File: src/rtl/conv_enc_213_framer_if.sv
// Handshake bundle for the (2,1,3) framed encoder: din side, code side, frame flags.
// Error-injection controls exist only when CONV_ENC_213_ERR_INJECT_EN is defined.
interface conv_enc_213_framer_if;
   logic       start;
   logic       din;
   logic       din_valid;
   logic       din_ready;
   logic [1:0] code_out;
   logic       code_valid;
   logic       code_ready;
   logic       frame_start;
   logic       frame_end;
   logic       busy;
`ifdef CONV_ENC_213_ERR_INJECT_EN
   logic       err_en;
   logic [8:0] err_index;
   logic [1:0] err_mask;
`endif

   modport master (
      input  start, din, din_valid, code_ready,
`ifdef CONV_ENC_213_ERR_INJECT_EN
      input  err_en, err_index, err_mask,
`endif
      output din_ready, code_out, code_valid, frame_start, frame_end, busy
   );

   modport slave (
      output start, din, din_valid, code_ready,
`ifdef CONV_ENC_213_ERR_INJECT_EN
      output err_en, err_index, err_mask,
`endif
      input  din_ready, code_out, code_valid, frame_start, frame_end, busy
   );
endinterface

File: src/rtl/conv_enc_213_framer.sv
// Rate-1/2 (2,1,3) framed convolutional encoder, 1-cycle din->code latency, single output stage
// stalls din_ready while code_valid && !code_ready. Optional CONV_ENC_213_ERR_INJECT_EN adds symbol XOR.
module conv_enc_213_framer #(
   parameter int         FRAME_LEN = 16,
   parameter int         M         = 3,
   parameter logic [3:0] G0        = 4'b1111,
   parameter logic [3:0] G1        = 4'b1101
) (
   input logic                  clock,
   input logic                  reset,
   conv_enc_213_framer_if.master bus
);
   typedef enum logic [1:0] {IDLE, DATA, TAIL, DRAIN} state_t;

   localparam logic [8:0] LAST_DATA = 9'(FRAME_LEN - 1);
   localparam logic [8:0] LAST_TAIL = 9'(M - 1);

   state_t     state, state_n;
   logic [2:0] sr, sr_n;
   logic [8:0] bit_cnt, cnt_n;
   logic [1:0] code_q, code_n;
   logic       vld_q, vld_n;
   logic       fs_q, fs_n;
   logic       fe_q, fe_n;
   logic       busy_q, busy_n;
   logic       load, step, first, last, din_rdy;
   logic       u;
   logic [3:0] v;
   logic [1:0] sym, sym_out;

   // Tail steps feed zeros so the trellis walks back to state 0.
   assign u    = (state == DATA) ? bus.din : 1'b0;
   assign v    = {u, sr};
   assign sym  = {^(v & G0), ^(v & G1)};
   assign load = !vld_q || bus.code_ready;

`ifdef CONV_ENC_213_ERR_INJECT_EN
   logic       err_en_q;
   logic [8:0] err_idx_q;
   logic [1:0] err_mask_q;
   logic [9:0] sym_idx;

   always_ff @(posedge clock or posedge reset) begin
      if (reset) begin
         err_en_q   <= 1'b0;
         err_idx_q  <= '0;
         err_mask_q <= '0;
      end else if (state == IDLE && bus.start) begin
         err_en_q   <= bus.err_en;
         err_idx_q  <= bus.err_index;
         err_mask_q <= bus.err_mask;
      end
   end

   // bit_cnt restarts at 0 in TAIL, so tail symbols sit at FRAME_LEN + bit_cnt.
   assign sym_idx = (state == TAIL) ? (10'(FRAME_LEN) + {1'b0, bit_cnt}) : {1'b0, bit_cnt};
   assign sym_out = (err_en_q && sym_idx == {1'b0, err_idx_q}) ? (sym ^ err_mask_q) : sym;
`else
   assign sym_out = sym;
`endif

   always_comb begin
      state_n = state;
      sr_n    = sr;
      cnt_n   = bit_cnt;
      code_n  = code_q;
      vld_n   = vld_q;
      fs_n    = fs_q;
      fe_n    = fe_q;
      busy_n  = busy_q;
      din_rdy = 1'b0;
      step    = 1'b0;
      first   = 1'b0;
      last    = 1'b0;
      if (bus.code_ready) vld_n = 1'b0;
      case (state)
         IDLE: if (bus.start) begin
            sr_n    = 3'b000;
            cnt_n   = '0;
            busy_n  = 1'b1;
            state_n = DATA;
         end
         DATA: begin
            din_rdy = load;
            if (bus.din_valid && load) begin
               step  = 1'b1;
               first = (bit_cnt == 9'd0);
               if (bit_cnt == LAST_DATA) begin
                  cnt_n   = '0;
                  state_n = TAIL;
               end else begin
                  cnt_n = bit_cnt + 9'd1;
               end
            end
         end
         TAIL: if (load) begin
            step = 1'b1;
            if (bit_cnt == LAST_TAIL) begin
               last    = 1'b1;
               cnt_n   = '0;
               state_n = DRAIN;
            end else begin
               cnt_n = bit_cnt + 9'd1;
            end
         end
         DRAIN: if (vld_q && bus.code_ready) begin
            busy_n  = 1'b0;
            state_n = IDLE;
         end
         default: state_n = IDLE;
      endcase
      if (step) begin
         sr_n   = {u, sr[2:1]};
         code_n = sym_out;
         vld_n  = 1'b1;
         fs_n   = first;
         fe_n   = last;
      end
   end

   always_ff @(posedge clock or posedge reset) begin
      if (reset) begin
         state   <= IDLE;
         sr      <= 3'b000;
         bit_cnt <= '0;
         code_q  <= 2'b00;
         vld_q   <= 1'b0;
         fs_q    <= 1'b0;
         fe_q    <= 1'b0;
         busy_q  <= 1'b0;
      end else begin
         state   <= state_n;
         sr      <= sr_n;
         bit_cnt <= cnt_n;
         code_q  <= code_n;
         vld_q   <= vld_n;
         fs_q    <= fs_n;
         fe_q    <= fe_n;
         busy_q  <= busy_n;
      end
   end

   assign bus.din_ready   = din_rdy;
   assign bus.code_out    = code_q;
   assign bus.code_valid  = vld_q;
   assign bus.frame_start = fs_q;
   assign bus.frame_end   = fe_q;
   assign bus.busy        = busy_q;
endmodule
File: src/flat_wrapper.sv
// flat-port wrapper written by rule: the top's interface ports become plain ports
module conv_enc_213_framer_flat 
#(
   parameter int         FRAME_LEN = 16,
   parameter int         M         = 3,
   parameter logic [3:0] G0        = 4'b1111,
   parameter logic [3:0] G1        = 4'b1101
)
  (clock, reset, bus_start, bus_din, bus_din_valid, bus_code_ready, bus_din_ready, bus_code_out, bus_code_valid, bus_frame_start, bus_frame_end, bus_busy);
  conv_enc_213_framer_if bus_i ();
  input logic clock;
  input logic reset;
  input wire logic [$bits(bus_i.start)-1:0] bus_start;
  input wire logic [$bits(bus_i.din)-1:0] bus_din;
  input wire logic [$bits(bus_i.din_valid)-1:0] bus_din_valid;
  input wire logic [$bits(bus_i.code_ready)-1:0] bus_code_ready;
  output wire logic [$bits(bus_i.din_ready)-1:0] bus_din_ready;
  output wire logic [$bits(bus_i.code_out)-1:0] bus_code_out;
  output wire logic [$bits(bus_i.code_valid)-1:0] bus_code_valid;
  output wire logic [$bits(bus_i.frame_start)-1:0] bus_frame_start;
  output wire logic [$bits(bus_i.frame_end)-1:0] bus_frame_end;
  output wire logic [$bits(bus_i.busy)-1:0] bus_busy;
  assign bus_i.start = bus_start;
  assign bus_i.din = bus_din;
  assign bus_i.din_valid = bus_din_valid;
  assign bus_i.code_ready = bus_code_ready;
  assign bus_din_ready = bus_i.din_ready;
  assign bus_code_out = bus_i.code_out;
  assign bus_code_valid = bus_i.code_valid;
  assign bus_frame_start = bus_i.frame_start;
  assign bus_frame_end = bus_i.frame_end;
  assign bus_busy = bus_i.busy;
  conv_enc_213_framer #(.FRAME_LEN(FRAME_LEN), .M(M), .G0(G0), .G1(G1)) u_core (.clock(clock), .reset(reset), .bus(bus_i));
endmodule
File: config.mk
export PLATFORM = sky130hd
export DESIGN_NAME = conv_enc_213_framer_flat
export DESIGN_NICKNAME = d
export VERILOG_FILES = /design/src/rtl/conv_enc_213_framer_if.sv /design/src/rtl/conv_enc_213_framer.sv /design/src/flat_wrapper.sv
export SDC_FILE = /design/constraint.sdc
export NUM_CORES = 1
export LEC_CHECK = 0
export BUFFER_PORTS_ARGS = -buffer_cell sky130_fd_sc_hd__buf_2
export CORE_ASPECT_RATIO = 1.4
export CORE_MARGIN = 4
export CORE_UTILIZATION = 35
export CTS_CLUSTER_SIZE = 28
export DETAILED_ROUTE_END_ITERATION = 10
export MAX_ROUTING_LAYER = met4
export PLACE_DENSITY_LB_ADDON = 0.2
export SLEW_MARGIN = 15
export SYNTH_ARGS = -nofsm -noshare
export SYNTH_HDL_FRONTEND = slang
export SYNTH_SLANG_ARGS = --single-unit
File: constraint.sdc
create_clock -name clock -period 2.3 [get_ports clock]
set_clock_uncertainty 0.2 [all_clocks]
set_input_delay 0.46 -clock clock [delete_from_list [all_inputs] [get_ports clock]]
set_output_delay 0.46 -clock clock [all_outputs]
set_load 0.05 [all_outputs]
==> run_results.csv, run 1 <==
group,metric,value,unit
route,wirelength,2.51,mm
yosys,synth-seq-cells,20,
pwr,internal_power,1.18,mW
worst_setup_path,slowest_delay,0.53,ns
yosys,synthArstFlopShare,1.00,
clocking,cts_tree,"built",
worst_setup_path,startpoint_type,"flop",
floorplan,start_util,0.372,
yosys,synth_ff_type,"dfrtp_1",
placement,dpl_worst_slack,0.0349,ns
cells_and_area,instances_no_fill,187,
worst_setup_path,cp.arrival,2.20,ns
hold_path,holdCritPathClass,"input pin to async pin",
cells_and_area,area_growth_syn_to_layout,22.8,%
route,drtIter0Drc,33,
yosys,yosys.cell_count.top_type,"dfrtp_1",
cells_and_area,fillers,301,
sta,fin_crit,2.25,ns
sta,slew_violations,0,
global_routing,grt_pass1_wl,4.44,mm
sta,maxSlewHeadroom,0.751,
global_routing,antenna_found_initial,0,
cells_and_area,seqCellArea,500,µm²
floorplan,row_count,24,
pwr,clkPwrFrac,0.170,
pwr,switching_power,916,µW
worst_setup_path,cp_data_required_time,2.25,ns
worst_setup_path,criticalPathCategory,"flop to flop",
pwr,power_density,1430,nW/µm²
global_routing,grt_pass1_vias,1005,
placement,port_buffers,12,
worst_setup_path,worst-path-buf-inv,0,
sta,timing.hold.ws,0.0118,ns
floorplan,die_x,57.4,µm
global_routing,overflow,0,
worst_setup_path,r2r-start,"u_core.bit_cnt[7]$_DFFE_PP0P_",
worst_setup_path,critPathMaxFanout,6,
worst_setup_path,worstPathCellList,"or4_4 -> or3_4 -> a32o_2 -> a21o_1 -> a22o_1",
yosys,post_synth.cell_area_avg,9.64,µm²
route,vias,971,
yosys,seq_area_frac_synth,0.419,
global_routing,grt_max_degree,21,
clocking,cts.sinks,20,
pwr,p_leak,0.751,nW
clocking,clockBufferDepth,2,
yosys,synthesis.area,1190,µm²
pwr,pwr-share-seq,0.252,
route,avgViaCountPerCell,5.19,
cells_and_area,antenna_cells,0,
yosys,synth_fp_nets,138,
pwr,p_sw_frac,0.438,
yosys,synth_top_area_cell,"dfrtp_1",
yosys,ys_types,32,
yosys,synth_common_cells,"20 x dfrtp_1, 12 x nand2_1, 12 x nand3_1, 9 x inv_1",
route,drc_errors,0,
sta,timing.setup.tns,0,ns
floorplan,io_pins,13,
yosys,synth_edf_count,0,
floorplan,dieArea,4430,µm²
clocking,cts.reportedPaths.clkPinSlew,0.08,ns
worst_setup_path,end_kind,"flop",
clocking,postCtsHoldBufs,0,
pwr,ir_drop,0.595,mV
sta,worstMarginPinSlew,0.373,ns
cells_and_area,multi_input_area,678,µm²
pwr,combPwrFrac,0.579,
cells_and_area,nNetsFinal,163,
floorplan,die_h,77.1,µm
worst_setup_path,path_delay_family,"simple AND/OR/NAND/NOR gates",
status,status,"completed",
cells_and_area,layout-drive-gt1-share,0.236,
route,ant_nets,0,
global_routing,grt.total_usage,0.129,
floorplan,core-area,3210,µm²
sta,fmax,444,MHz
worst_setup_path,cp_slowest_cell,"or4_4",
placement,hpwlAfterDp,1.92,mm
yosys,synth_cells,124,
flow_run,max-cap-violations,0,
route,routedWlPerCell,13.4,µm
sta,hold_violations,0,
clocking,clockRootBuffer,"clkbuf_8",
pwr,finalPower,2.09,mW
placement,dp.cells,182,
cells_and_area,postLayoutCoreUtil,0.457,
sta,period_share,0.979,
yosys,synth_area_leaders,"dfrtp_1 42%, ha_1 8.4%, a22o_1 5.9%",
clocking,h-tree-depth,1,
cells_and_area,finalInstanceArea,1470,µm²
worst_setup_path,r2r_cells,5,
placement,place.gp.congestion,0.779,
clocking,insertion_delay,0.26,ns
route,drt_first_pass_iters,4,
worst_setup_path,r2r_setup_slack,0.05,ns
worst_setup_path,r2r-end,"u_core.bit_cnt[6]$_DFFE_PP0P_",
yosys,yosys.area.top_type_share,0.419,
sta,setup-violations-final,0,
placement,place_area,1360,µm²
sta,setup_ws,0.0488,ns
clocking,cts_made_buffers,3,
yosys,ys_warn_count,0,
-- tightest hold or removal path: stages --
cell and delay [ns]:
buf_2 0.09, inv_1 0.04, buf_4 0.26
-- power groups by stage --
stage / Combinational (mW) / Sequential [mW] / Clock, mW
6_report: 1.21 / 0.526 / 0.355
3_3_place_gp: 1.12 / 0.531 / 0
5_1_grt: 1.34 / 0.541 / 0.383
4_1_cts: 1.15 / 0.528 / 0.367
2_1_floorplan: 0.743 / 0.665 / 0
3_5_place_dp: 1.14 / 0.534 / 0
-- cell type report --
| type | count | share of cell area |
|---|---|---|
| clock inverter | 1 | 0.0205 |
| timing repair buffer | 22 | 0.0921 |
| inverter | 9 | 0.0230 |
| sequential | 20 | 0.341 |
| multi-input combinational | 93 | 0.462 |
| tap | 39 | 0.0332 |
| clock buffer | 3 | 0.0281 |
-- worst max-delay path by stage --
stage,start,endpoint,slack [ns],cells past startpoint
floorplan,u_core.bit_cnt[7]$_DFFE_PP0P_,u_core.state[1]$_DFFE_PP0P_,0.05,4
global placement,u_core.bit_cnt[5]$_DFFE_PP0P_,u_core.state[1]$_DFFE_PP0P_,0.04,4
detailed placement,u_core.bit_cnt[7]$_DFFE_PP0P_,u_core.bit_cnt[0]$_DFFE_PP0P_,0.03,5
CTS,u_core.bit_cnt[7]$_DFFE_PP0P_,u_core.bit_cnt[0]$_DFFE_PP0P_,0.02,5
global route,u_core.bit_cnt[7]$_DFFE_PP0P_,u_core.bit_cnt[5]$_DFFE_PP0P_,-0.001,5
finish,u_core.bit_cnt[7]$_DFFE_PP0P_,u_core.bit_cnt[6]$_DFFE_PP0P_,0.05,5
-- routing by layer --
metal | vias to the layer above | track usage | part of all wire
li1 | 489 | - | -
met1 | 467 | 0.151 | 0.45
met2 | 13 | 0.212 | 0.50
met3 | 2 | 0.0218 | 0.035
met4 | 0 | 0.0603 | 0.0084
met5 | - | - | 0
-- registers in the layout, indices dropped and copies added (netlist names) --
register and flops:
u_core.bus.busy 1, u_core.bus.code_valid 1, u_core.bit_cnt 9, u_core.state 2, u_core.bus.frame_start 1, u_core.bus.frame_end 1
u_core.bus.code_out 2, u_core.sr 3
-- cells in the final DEF, fill, tap and decap left out, types with 2 or more instances in the layout --
cell type / instances
nor2b_1: 4
a21o_1: 6
o21ai_0: 8
o21bai_1: 2
nand2_1: 12
clkbuf_8: 3
xnor2_1: 2
nor2_1: 8
ha_1: 8
nand3_1: 12
dfrtp_1: 20
mux2_2: 2
a22o_1: 8
inv_1: 9
and2_1: 3
buf_2: 12
mux2i_1: 2
and3_1: 2
buf_4: 10
-- repair_timing --
action | in CTS | in global routing
setup buffers | 0 | 1
gates resized for setup | 0 | 3
setup endpoints to repair | 0 | 9
-- cell families after synthesis --
kind of cell,count (synthesis),share of synthesized area
XOR/XNOR,3,0.0220
AND/OR/NAND/NOR,49,0.213
AO/OA/AOI/OAI,28,0.182
multiplexers,5,0.0450
adder cells (fa/ha/maj),8,0.0838
flip-flops,20,0.419
buffers and inverters,11,0.0356
Note: power is estimated with default switching activity, not from simulation.
==> run 2: changes to the inputs <==
==> constraint.sdc (replaced) <==
create_clock -name clock -period 2.3 [get_ports clock]
set_clock_uncertainty 0.2 [all_clocks]
set_input_delay 0.115 -clock clock [delete_from_list [all_inputs] [get_ports clock]]
set_output_delay 0.115 -clock clock [all_outputs]
set_load 0.05 [all_outputs]
==> run 2 against run 1 <==
  * Die area unchanged
  * Register-to-register slack about the same
  * Sequential share of layout area down 0.60 points
  * Setup slack about the same
  * First-iteration DRC count up 12%
  * Via count up 2.5%
  * Final area up 1.8%
  * Combinational power about the same
  * Global-route usage down 0.49 points
  * Critical endpoint is now u_core.bit_cnt[4]$_DFFE_PP0P_
==> run_results.csv, run 2 (synthesis gave the netlist of run 1 again) <==
group,metric,value,unit
global_routing,grt_pass1_vias,1002,
flow_run,max-cap-violations,0,
global_routing,overflow,0,
placement,place.gp.congestion,0.776,
sta,maxSlewHeadroom,0.476,
cells_and_area,area_growth_syn_to_layout,25.0,%
global_routing,grt.met1_usage,0.135,
worst_setup_path,worst-path-buf-inv,0,
clocking,cts_made_buffers,3,
global_routing,grt_max_degree,21,
sta,timing.hold.ws,0.0455,ns
clocking,cts_tree,"built",
sta,slew_violations,0,
route,vias,995,
sta,setup-violations-final,0,
worst_setup_path,startpoint_type,"flop",
placement,hpwlAfterDp,1.96,mm
floorplan,dieArea,4430,µm²
sta,period_share,0.979,
floorplan,core-area,3210,µm²
floorplan,io_pins,13,
cells_and_area,antenna_cells,0,
worst_setup_path,path_delay_family,"simple AND/OR/NAND/NOR gates",
global_routing,grt.total_usage,0.124,
cells_and_area,largest_register_ffs,9,
worst_setup_path,path_depth,5,
hold_path,holdCritPathClass,"input pin to flop",
global_routing,grt_pass1_wl,4.25,mm
floorplan,start_util,0.372,
route,avgViaCountPerCell,5.29,
floorplan,die_h,77.1,µm
sta,worstMarginPinSlew,0.785,ns
worst_setup_path,criticalPathCategory,"flop to flop",
worst_setup_path,r2r-start,"u_core.bit_cnt[7]$_DFFE_PP0P_",
cells_and_area,most-common-layout-cells,"20 x dfrtp_1, 12 x nand3_1, 12 x nand2_1, 12 x buf_2, 9 x inv_1",
status,status,"completed",
route,drt_first_pass_iters,4,
sta,hold_violations,0,
floorplan,row_count,24,
clocking,cts.sinks,20,
clocking,cts.reportedPaths.clkPinSlew,0.08,ns
route,drtIter0Drc,37,
route,ant_nets,0,
worst_setup_path,cp_data_required_time,2.26,ns
worst_setup_path,slowest_delay,0.54,ns
clocking,h-tree-depth,1,
worst_setup_path,cp_slowest_cell,"or4_4",
global_routing,gr-max-usage-layer,"met2",
clocking,insertion_delay,0.26,ns
sta,fmax,444,MHz
placement,port_buffers,12,
worst_setup_path,r2r_cells,5,
worst_setup_path,r2r-end,"u_core.bit_cnt[4]$_DFFE_PP0P_",
worst_setup_path,worstPathCellList,"or4_4 -> or3_4 -> a32o_2 -> a21o_1 -> a22o_1",
worst_setup_path,end_kind,"flop",
cells_and_area,finalInstanceArea,1490,µm²
worst_setup_path,cp.arrival,2.21,ns
worst_setup_path,cp-endpoint,"u_core.bit_cnt[4]$_DFFE_PP0P_",
global_routing,use_met2,0.219,
worst_setup_path,crit_path_start,"u_core.bit_cnt[7]$_DFFE_PP0P_",
clocking,clockRootBuffer,"clkbuf_8",
clocking,post_cts_buffers,0,
global_routing,met3_usage,0.0202,
route,wirelength,2.58,mm
cells_and_area,layout_commonest_cell,"dfrtp_1",
route,drc_errors,0,
route,routedWlPerCell,13.7,µm
pwr,power_density,1410,nW/µm²
cells_and_area,reg_top3,"u_core.bit_cnt (9), u_core.sr (3)",
clocking,clockBufferDepth,2,
pwr,p_leak,0.757,nW
global_routing,antenna_found_initial,0,
pwr,ir_drop,0.583,mV
worst_setup_path,critPathMaxFanout,6,
sta,fin_crit,2.25,ns
floorplan,die_x,57.4,µm
cells_and_area,layout-drive-gt1-share,0.228,
placement,place_area,1360,µm²
cells_and_area,largest_register,"u_core.bit_cnt",
cells_and_area,nNetsFinal,164,
worst_setup_path,r2r_setup_slack,0.05,ns
## run 2: cell types whose count changed in the layout (fill, tap and decap cells not counted), sizes merged
cell         previous run  this run
buf                    22        20
dlygate4sd3             0         3
## run 2: timing repair
item                       4_1_cts  5_1_grt
hold buffers                     3        0
setup endpoints to repair        0        9
resized for setup                0        5
hold endpoints to repair        22        0
## run 2: area by class of cell
type	count	area [µm²]
fill	299	1720
timing repair buffer	23	150
multi-input combinational	93	689
clock inverter	1	30.0
inverter	9	33.8
tap	39	48.8
clock buffer	3	41.3
sequential	20	500
## run 2: worst min-delay path by stage
stage | endpoint | from | cells past startpoint
after floorplan | u_core.bit_cnt[0]$_DFFE_PP0P_ | reset | 1
after global placement | u_core.bus.code_out[1]$_DFFE_PP0P_ | reset | 2
after detailed placement | u_core.sr[0]$_DFFE_PP0P_ | reset | 2
after CTS | u_core.bus.frame_start$_DFFE_PP0P_ | bus_din_valid | 4
after global routing | u_core.bus.frame_start$_DFFE_PP0P_ | bus_din_valid | 4
final | u_core.bus.frame_start$_DFFE_PP0P_ | bus_din_valid | 4
## run 2: tightest hold or removal path: stages
cell	delay, ns
buf_2	0.11
nand3_1	0.08
or4_2	0.11
o21ai_0	0.06
## run 2: report_power, final
group | leakage [nW] | internal [mW] | switching (mW)
Sequential | 0.266 | 0.451 | 0.0751
Clock | 0.0357 | 0.232 | 0.127
Combinational | 0.455 | 0.494 | 0.729
Total | 0.757 | 1.18 | 0.931
## run 2: per-stage QoR
step / power (mW) / worst slack [ns] / TNS [ns] / utilization / cells
after detailed placement: 1.68 / 0.0102 / 0 / 0.422 / 181
after global placement: 1.65 / 0.0355 / 0 / 0.422 / 181
final: 2.11 / 0.0486 / 0 / 0.465 / 188
after global routing: 2.26 / -0.00333 / -0.00333 / 0.465 / 188
after CTS: 2.05 / 0.00287 / 0 / 0.453 / 188
after floorplan: 1.41 / 0.0461 / 0 / - / 124
## run 2: per-layer routing
metal	wire length [µm]	share of wire
met1	1130	0.44
met4	33	0.013
met5	0	0
met2	1340	0.52
met3	77	0.030
==> run 3: changes to the inputs <==
--- a/config.mk
+++ b/config.mk
@@ -11,8 +11,8 @@
 export CORE_UTILIZATION = 35
 export CTS_CLUSTER_SIZE = 28
 export DETAILED_ROUTE_END_ITERATION = 10
+export GPL_ROUTABILITY_DRIVEN = 0
 export MAX_ROUTING_LAYER = met4
-export PLACE_DENSITY_LB_ADDON = 0.2
 export SLEW_MARGIN = 15
 export SYNTH_ARGS = -nofsm -noshare
 export SYNTH_HDL_FRONTEND = slang
==> constraint.sdc (replaced) <==
create_clock -name clock -period 2.05 [get_ports clock]
set_clock_uncertainty 0.2 [all_clocks]
set_input_delay 0.1025 -clock clock [delete_from_list [all_inputs] [get_ports clock]]
set_output_delay 0.1025 -clock clock [all_outputs]
set_load 0.05 [all_outputs]
==> run 3 against run 2 <==
  * The run now ends with setup timing left
  * Sequential power rose by 12%
  * Clock power rose by 11%
  * Non-clock buffer count rose by 11
  * Maximum frequency rose by 1.3%
  * Critical path depth did not move
  * Global-route usage rose by 1.1 points
  * Sequential share of layout area fell by 1.5 points
  * Final area rose by 4.7%
  * Setup slack got worse by 0.22 ns
  * Flip-flop and latch count did not move
  * Critical endpoint is now u_core.bit_cnt[7]$_DFFE_PP0P_
  * Highest routed layer unchanged
==> run_results.csv, run 3 (synthesis gave the netlist of run 1 again) <==
group,metric,value,unit
worst_setup_path,worst-path-buf-inv,0,
cells_and_area,largest_register,"u_core.bit_cnt",
clocking,insertion_delay,0.26,ns
sta,rsz0062_at_grt,"yes",
floorplan,io_pins,13,
route,ant_nets,0,
route,wirelength,2.70,mm
global_routing,grt_max_degree,21,
floorplan,dieArea,4430,µm²
hold_path,worstHoldStart,"bus_din_valid",
sta,period_share,1.08,
clocking,h-tree-depth,1,
route,drt_first_pass_iters,4,
worst_setup_path,criticalPathCategory,"flop to flop",
sta,slew_violations,0,
clocking,clockBufferDepth,2,
cells_and_area,layout_commonest_cell,"dfrtp_1",
clocking,cts.reportedPaths.clkPinSlew,0.08,ns
worst_setup_path,r2r-end,"u_core.bit_cnt[7]$_DFFE_PP0P_",
worst_setup_path,slowest_delay,0.54,ns
worst_setup_path,cp_data_required_time,2.01,ns
floorplan,core-area,3210,µm²
placement,hpwlAfterDp,2.09,mm
cells_and_area,most-common-layout-cells,"20 x dfrtp_1, 19 x buf_4, 12 x nand3_1, 12 x nand2_1, 12 x buf_2",
pwr,power_density,1580,nW/µm²
worst_setup_path,worstPathCellList,"or4_4 -> or3_4 -> a32o_2 -> a21o_1 -> a22o_1",
placement,port_buffers,12,
cells_and_area,antenna_cells,0,
global_routing,overflow,0,
route,routedWlPerCell,13.5,µm
status,violations,"setup timing",
worst_setup_path,r2r-start,"u_core.bit_cnt[6]$_DFFE_PP0P_",
global_routing,grt_pass1_vias,1064,
cells_and_area,layout-drive-gt1-share,0.288,
cells_and_area,area_growth_syn_to_layout,30.9,%
hold_path,hold_end,"u_core.bus.frame_start$_DFFE_PP0P_",
sta,hold_violations,0,
worst_setup_path,startpoint_type,"flop",
sta,maxSlewHeadroom,0.481,
pwr,ir_drop,0.646,mV
worst_setup_path,path_delay_family,"simple AND/OR/NAND/NOR gates",
cells_and_area,nNetsFinal,175,
status,status,"finished, violations left",
sta,timing.hold.ws,0.0413,ns
floorplan,die_h,77.1,µm
clocking,clockRootBuffer,"clkbuf_8",
clocking,cts_tree,"built",
sta,setup-violations-final,11,
cells_and_area,reg_top3,"u_core.bit_cnt (9), u_core.sr (3)",
floorplan,start_util,0.372,
global_routing,antenna_found_initial,0,
worst_setup_path,end_kind,"flop",
floorplan,die_x,57.4,µm
sta,fmax,450,MHz
hold_path,holdCritPathClass,"input pin to flop",
clocking,cts.sinks,20,
cells_and_area,largest_register_ffs,9,
worst_setup_path,cp_slowest_cell,"or4_4",
sta,fin_crit,2.22,ns
worst_setup_path,crit_path_start,"u_core.bit_cnt[6]$_DFFE_PP0P_",
route,drtIter0Drc,45,
global_routing,grt.total_usage,0.136,
cells_and_area,postLayoutCoreUtil,0.487,
sta,setup_ws,-0.173,ns
worst_setup_path,cp.arrival,2.18,ns
pwr,p_leak,0.813,nW
hold_path,worstHoldPathCells,4,
sta,worstMarginPinSlew,0.777,ns
worst_setup_path,r2r_cells,5,
route,vias,1034,
route,drc_errors,0,
worst_setup_path,critPathMaxFanout,6,
flow_run,max-cap-violations,0,
floorplan,row_count,24,
clocking,cts_made_buffers,3,
global_routing,grt_pass1_wl,4.58,mm
worst_setup_path,r2r_setup_slack,-0.17,ns
route,avgViaCountPerCell,5.20,
-- run 3: cell count changes in the layout (fill, tap and decap cells not counted), sizes merged --
cell,delta
buf,+11
-- run 3: power breakdown --
group / leakage (nW) / internal (mW) / switching (mW)
Combinational: 0.511 / 0.657 / 0.825
Sequential: 0.266 / 0.506 / 0.0831
Clock: 0.0357 / 0.261 / 0.138
Total: 0.813 / 1.42 / 1.05
-- run 3: final cells by class --
type,count,area (µm²)
fill,304,1650
multi-input combinational,93,677
sequential,20,500
timing repair buffer,34,233
tap,39,48.8
clock buffer,3,41.3
inverter,9,33.8
clock inverter,1,30.0
-- run 3: worst min-delay path, cell delays in order --
cell	delay, ns
buf_2	0.12
nand3_1	0.08
or4_2	0.11
o21ai_0	0.06
-- run 3: worst max path at each step --
stage / end / slack, ns / depth (start not counted)
floorplan: u_core.state[1]$_DFFE_PP0P_ / -0.14 / 4
global placement: u_core.bit_cnt[0]$_DFFE_PP0P_ / -0.18 / 5
detailed placement: u_core.bit_cnt[0]$_DFFE_PP0P_ / -0.20 / 5
CTS: u_core.bit_cnt[7]$_DFFE_PP0P_ / -0.18 / 5
global route: u_core.bit_cnt[0]$_DFFE_PP0P_ / -0.22 / 5
finish: u_core.bit_cnt[7]$_DFFE_PP0P_ / -0.17 / 5
-- run 3: metrics by stage --
step,cells,power [mW],area [µm²],setup WS [ns],setup TNS [ns]
after floorplan,124,1.61,1210,-0.139,-1.10
final,199,2.47,1560,-0.173,-1.71
after detailed placement,190,2.02,1430,-0.204,-1.79
after global placement,190,1.98,1430,-0.179,-1.59
after global routing,199,2.65,1560,-0.221,-2.22
after CTS,198,2.49,1550,-0.178,-1.77
-- run 3: what timing repair did --
item	4_1_cts	5_1_grt
buffers inserted	1	1
pin swaps	2	1
setup endpoints to repair	11	11
hold buffers	3	0
gates resized for setup	1	2
hold endpoints to repair	22	0
-- run 3: layer usage --
layer  part of all wire  track usage
met1               0.40        0.134
met2               0.54        0.247
met3              0.043       0.0303
met4              0.020       0.0557
met5                  0            -
